## config.mk

```make
export PLATFORM = sky130hd
export DESIGN_NAME = axi_master_read_engine
export DESIGN_NICKNAME = d
export VERILOG_FILES = /design/src/rtl/axi_master_read_engine.sv
export SDC_FILE = /design/constraint.sdc
export NUM_CORES = 1
export LEC_CHECK = 0
export CAP_MARGIN = 25
export CORE_MARGIN = 1.5
export CORE_UTILIZATION = 62
export CTS_CLUSTER_SIZE = 10
export DETAILED_ROUTE_END_ITERATION = 10
export DONT_BUFFER_PORTS = 1
export PLACE_DENSITY_LB_ADDON = 0.12
export SLEW_MARGIN = 30
export SYNTH_ARGS = -nofsm -noshare
export SYNTH_HDL_FRONTEND = slang
export SYNTH_SLANG_ARGS = --single-unit
```

## constraint.sdc

```tcl
create_clock -name clk -period 4.1 [get_ports clk]
set_input_delay 0.82 -clock clk [delete_from_list [all_inputs] [get_ports clk]]
set_output_delay 0.82 -clock clk [all_outputs]
set_load 0.01 [all_outputs]
```

## src/rtl/axi_master_read_engine.sv

```systemverilog
// AXI4 read master: splits one DMA read command into INCR bursts capped
// at MAX_BURST beats and 4 KB pages, streaming data into the DMA FIFO.
module axi_master_read_engine #(
  parameter int ADDR_WIDTH = 32,
  parameter int DATA_WIDTH = 32,
  parameter int MAX_BURST  = 16,
  parameter int CNT_WIDTH  = 16
) (
  input  logic                  clk,
  input  logic                  rst_n,
  input  logic                  start,
  input  logic [ADDR_WIDTH-1:0] cmd_addr,
  input  logic [CNT_WIDTH-1:0]  cmd_beats,
  output logic                  busy,
  output logic                  done,
  input  logic                  done_ack,
  output logic                  err,
  output logic [1:0]            err_code,
  output logic [ADDR_WIDTH-1:0] ARADDR,
  output logic                  ARVALID,
  input  logic                  ARREADY,
  output logic [7:0]            ARLEN,
  output logic [2:0]            ARSIZE,
  output logic [1:0]            ARBURST,
  input  logic                  RVALID,
  input  logic [DATA_WIDTH-1:0] RDATA,
  input  logic                  RLAST,
  input  logic [1:0]            RRESP,
  output logic                  RREADY,
  output logic                  master2dma_afifo_wpush,
  output logic [DATA_WIDTH-1:0] master2dma_afifo_wdata,
  input  logic                  master2dma_afifo_wfull
);

  localparam int SZ = $clog2(DATA_WIDTH / 8);
  localparam logic [ADDR_WIDTH-1:0] ALIGN = {ADDR_WIDTH{1'b1}} << SZ;
  localparam logic [12:0] MAXB = 13'(MAX_BURST);

  typedef enum logic [2:0] {IDLE, CALC, ADDR, DATA, DONE} state_t;
  state_t state, state_n;

  logic [ADDR_WIDTH-1:0] addr;
  logic [CNT_WIDTH-1:0]  remaining;
  logic [8:0]            blen;
  logic [8:0]            beat_cnt;
  logic [1:0]            ecode;
  logic [12:0]           to_4k;
  logic [12:0]           cap;
  logic [8:0]            blen_n;
  logic                  beat;
  logic                  last_idx;
  logic                  burst_end;
  logic                  more;
  logic                  unused_rresp;

  assign unused_rresp = RRESP[0];

  // Beats left before the next 4 KB page starts.
  assign to_4k = (13'd4096 - {1'b0, addr[11:0]}) >> SZ;
  assign cap = (to_4k < MAXB) ? to_4k : MAXB;
  assign blen_n = (32'(remaining) < 32'(cap)) ?
                  9'(remaining) : 9'(cap);

  assign beat = (state == DATA) && RVALID && RREADY;
  assign last_idx = (beat_cnt == blen - 9'd1);
  // A missing RLAST still closes the burst after blen beats.
  assign burst_end = beat && (RLAST || last_idx);
  assign more = (remaining != CNT_WIDTH'(blen));

  always_comb begin
    state_n = state;
    unique case (state)
      IDLE: if (start) state_n = (cmd_beats != '0) ? CALC : DONE;
      CALC: state_n = ADDR;
      ADDR: if (ARREADY) state_n = DATA;
      DATA: if (burst_end) state_n = more ? CALC : DONE;
      DONE: if (done_ack) state_n = IDLE;
      default: state_n = IDLE;
    endcase
  end

  assign busy = (state != IDLE);
  assign done = (state == DONE);
  assign err = done && (|ecode);
  assign err_code = done ? ecode : 2'b00;
  assign ARVALID = (state == ADDR);
  assign ARADDR = ARVALID ? addr : '0;
  assign ARLEN = ARVALID ? 8'(blen - 9'd1) : 8'd0;
  assign ARSIZE = 3'(SZ);
  assign ARBURST = 2'b01;
  assign RREADY = (state == DATA) && !master2dma_afifo_wfull;
  assign master2dma_afifo_wpush = beat;
  assign master2dma_afifo_wdata = beat ? RDATA : '0;

  always_ff @(posedge clk or negedge rst_n) begin
    if (!rst_n) state <= IDLE;
    else        state <= state_n;
  end

  always_ff @(posedge clk or negedge rst_n) begin
    if (!rst_n) begin
      addr      <= '0;
      remaining <= '0;
      blen      <= '0;
      beat_cnt  <= '0;
      ecode     <= '0;
    end else begin
      unique case (state)
        IDLE: if (start) begin
          addr      <= cmd_addr & ALIGN;
          remaining <= cmd_beats;
          ecode     <= '0;
        end
        CALC: blen <= blen_n;
        ADDR: beat_cnt <= '0;
        DATA: if (beat) begin
          beat_cnt <= beat_cnt + 9'd1;
          if (RRESP[1]) ecode[0] <= 1'b1;
          if (RLAST != last_idx) ecode[1] <= 1'b1;
          if (burst_end) begin
            addr      <= addr + (ADDR_WIDTH'(blen) << SZ);
            remaining <= remaining - CNT_WIDTH'(blen);
          end
        end
        default: ;
      endcase
    end
  end

endmodule

```

==> results.toml <==
[outcome]
run_status = "finished clean"

[setup_path]
critPathSlowestCell = "dfrtp_1"
cp_max_fo = 14
start_kind = "flip-flop"
arrival_ns = 3.95
required_ns = 4.39
cp_slowest_stage_delay_ns = 0.55
critPathKind = "reg2reg"
cp-end-kind = "flip-flop"
crit_chain = "inv_1 > ha_1 > and3_1 > xnor2_1 > xnor2_1 > nor4_1 > nand3_1 > ha_1 > nor3b_1 > buf_4 > nand2_1 > nand2_1 > buf_4 > nand4b_1 > mux2i_1 > a211o_1"

[clocking]
cts_setup_buffers = 0
cts-root-buf = "clkbuf_8"
cts_buffers = 9
cts_tree = "yes"
clock_sinks = 69
clock_path_buffers = 2
hold_buffers = 0
h-tree-depth = 3
clkLatencyLatePin_ns = 0.36
ctsResizeCount = 0
clk_pin_slew_ns = 0.08

[sta]
setup_viol = 0
rsz0062_at_grt = "false"
fmaxAchievable_mhz = 273.5
report.final.slew_viol_count = 0
worstMarginPinSlew_ns = 0.9225
finalSetupTns_ns = 0
clock_skew_ns = 0.01328
fin_ws_ns = 0.4437
period_share_pct = 89.18
slew_headroom_pct = 38.43
period_minus_slack_ns = 3.656
timing_hold_violations_final = 0

[synth]
synth_commonest_cells = "69 x dfrtp_1, 65 x nand2_1, 64 x nor2_1"
synth_area_leaders = "dfrtp_1 30%, ha_1 7.0%, and3_1 4.4%"
yosysMostFrequentCell = "dfrtp_1"
synth_flop_cell = "dfrtp_1"
yosysWarnings = 0
ys_seq_area_share_pct = 30.20
ys_ff_latch = 69
synth.largest_area_cell = "dfrtp_1"
synthDistinctLibCells = 69
netlist_area_mm2 = 0.005717
synth.top_cell.area_share_pct = 30.20
syn_area_per_cell_um2 = 7.973
postSynthCellCount = 717
async_flop_share_pct = 100.0
synth_edf_count = 0

[die]
core_mm2 = 0.008848
die_h_um = 99.03
chipWidth_um = 99.03
io_pins = 175
die-area_mm2 = 0.009806
placementRows = 34
initial_core_util_pct = 64.61

[cells_and_area]
nets = 828
final_core_util_pct = 68.01
drive_gt1_share_pct = 6.065
synthToLayoutAreaGrowth_pct = 5.275

[drt]
vias_per_cell = 6.770
via_count = 5538
drcViolationCount = 0
dr.pass1.iters = 5
wl_per_cell_um = 19.88
drt_iter0_markers = 437
wirelength_mm = 16.26
ant_nets = 0

[pwr]
p_leak_nw = 2.654
max-vdd-ir-drop_uv = 434.8
power_density_mw_per_mm2 = 631.6

[placed_design]
dpl.hpwl_mm = 11.76
portBuffers = 0
gp_congestion = 0.9270
dp_slack_ns = 0.4877

[global_route]
grt_max_degree = 70
antenna_found_initial = 2
track_usage_pct = 33.07
grt_pass1_wl_mm = 26.08
grt_pass1_vias = 5121
grt.overflow.total = 0

[hold_path]
hold_class = "in2async"

[job]
drv_cap = 0
placed cells by master (no fill, tap or decap), drive strengths merged, types with 17 or more instances in the layout:
| master | instances |
|---|---|
| a21oi | 49 |
| o21ai | 32 |
| nand3 | 35 |
| and2 | 36 |
| and3 | 40 |
| dfrtp | 69 |
| nand2 | 65 |
| ha | 32 |
| nor3 | 17 |
| nor2 | 64 |
| inv | 22 |
state kept, by name (all words and copies together), names as in the netlist:
name	flops
addr	30
beat_cnt	9
blen	9
ecode	2
remaining	16
state	3
stage by stage:
| step | cells | area, um^2 | hold slack, ns | power, mW |
|---|---|---|---|---|
| 2_1_floorplan | 728 | 5758 | 0.4585 | 2.684 |
| 3_3_place_gp | 801 | 5802 | 0.4770 | 3.050 |
| 3_5_place_dp | 801 | 5802 | 0.4827 | 3.134 |
| 4_1_cts | 817 | 6016 | 0.1421 | 3.759 |
| 5_1_grt | 818 | 6018 | 0.1336 | 4.083 |
| 6_report | 818 | 6018 | 0.1421 | 3.801 |
cells by family after synthesis:
family	count (synthesis)	share of synthesized area [%]
fa+ha+maj	34	7.704
simple gates	323	29.72
xor+xnor	30	4.596
flops	69	30.20
other cells	2	0.1314
compound gates	183	21.41
buf+inv	70	5.165
mux	6	1.072
metal layers:
metal | GRT usage (%) | wire length, um | vias to the layer above
li1 | - | - | 2581
met1 | 46.89 | 6972 | 2622
met2 | 50.77 | 7332 | 301
met3 | 7.305 | 1601 | 34
met4 | 9.780 | 353 | 0
met5 | 0 | 0 | -
report_power, final:
group | internal, mW | switching, mW | leakage, nW
clock network | 0.339 | 0.292 | 0.105
registers | 0.909 | 0.310 | 0.829
logic | 0.765 | 1.19 | 1.72
total | 2.01 | 1.79 | 2.65
worst paths after layout:
kind                            startpoint            end  slack, ns  cells after the start
worst max-delay path               blen[0]  remaining[15]       0.44                     16
worst min-delay path                 rst_n        addr[6]       0.14                      0
worst max register to register     blen[0]  remaining[15]       0.44                     16
worst min register to register    ecode[1]       ecode[1]       0.50                      1
max in group asynchronous            rst_n       state[0]       3.83                      0
min in group clk                  ecode[1]       ecode[1]       0.50                      1
final cells by class:
type	count	area [um^2]
antenna	1	2.502
clock buffer	9	123.9
clock inverter	7	90.09
fill	743	2830
inverter	22	82.58
multi-input combinational	589	3760
sequential	69	1727
tap	108	135.1
timing repair buffer	13	97.59
critical path: cells and delay by family, from the launching register on:
kind            cells  cell delay [ns]
buf+inv             3             0.51
compound gates      1             0.12
xor+xnor            2             0.33
flops               1             0.55
simple gates        7             1.42
fa+ha+maj           2             0.48
mux                 1             0.18
Note: power is estimated with default switching activity, not from simulation.
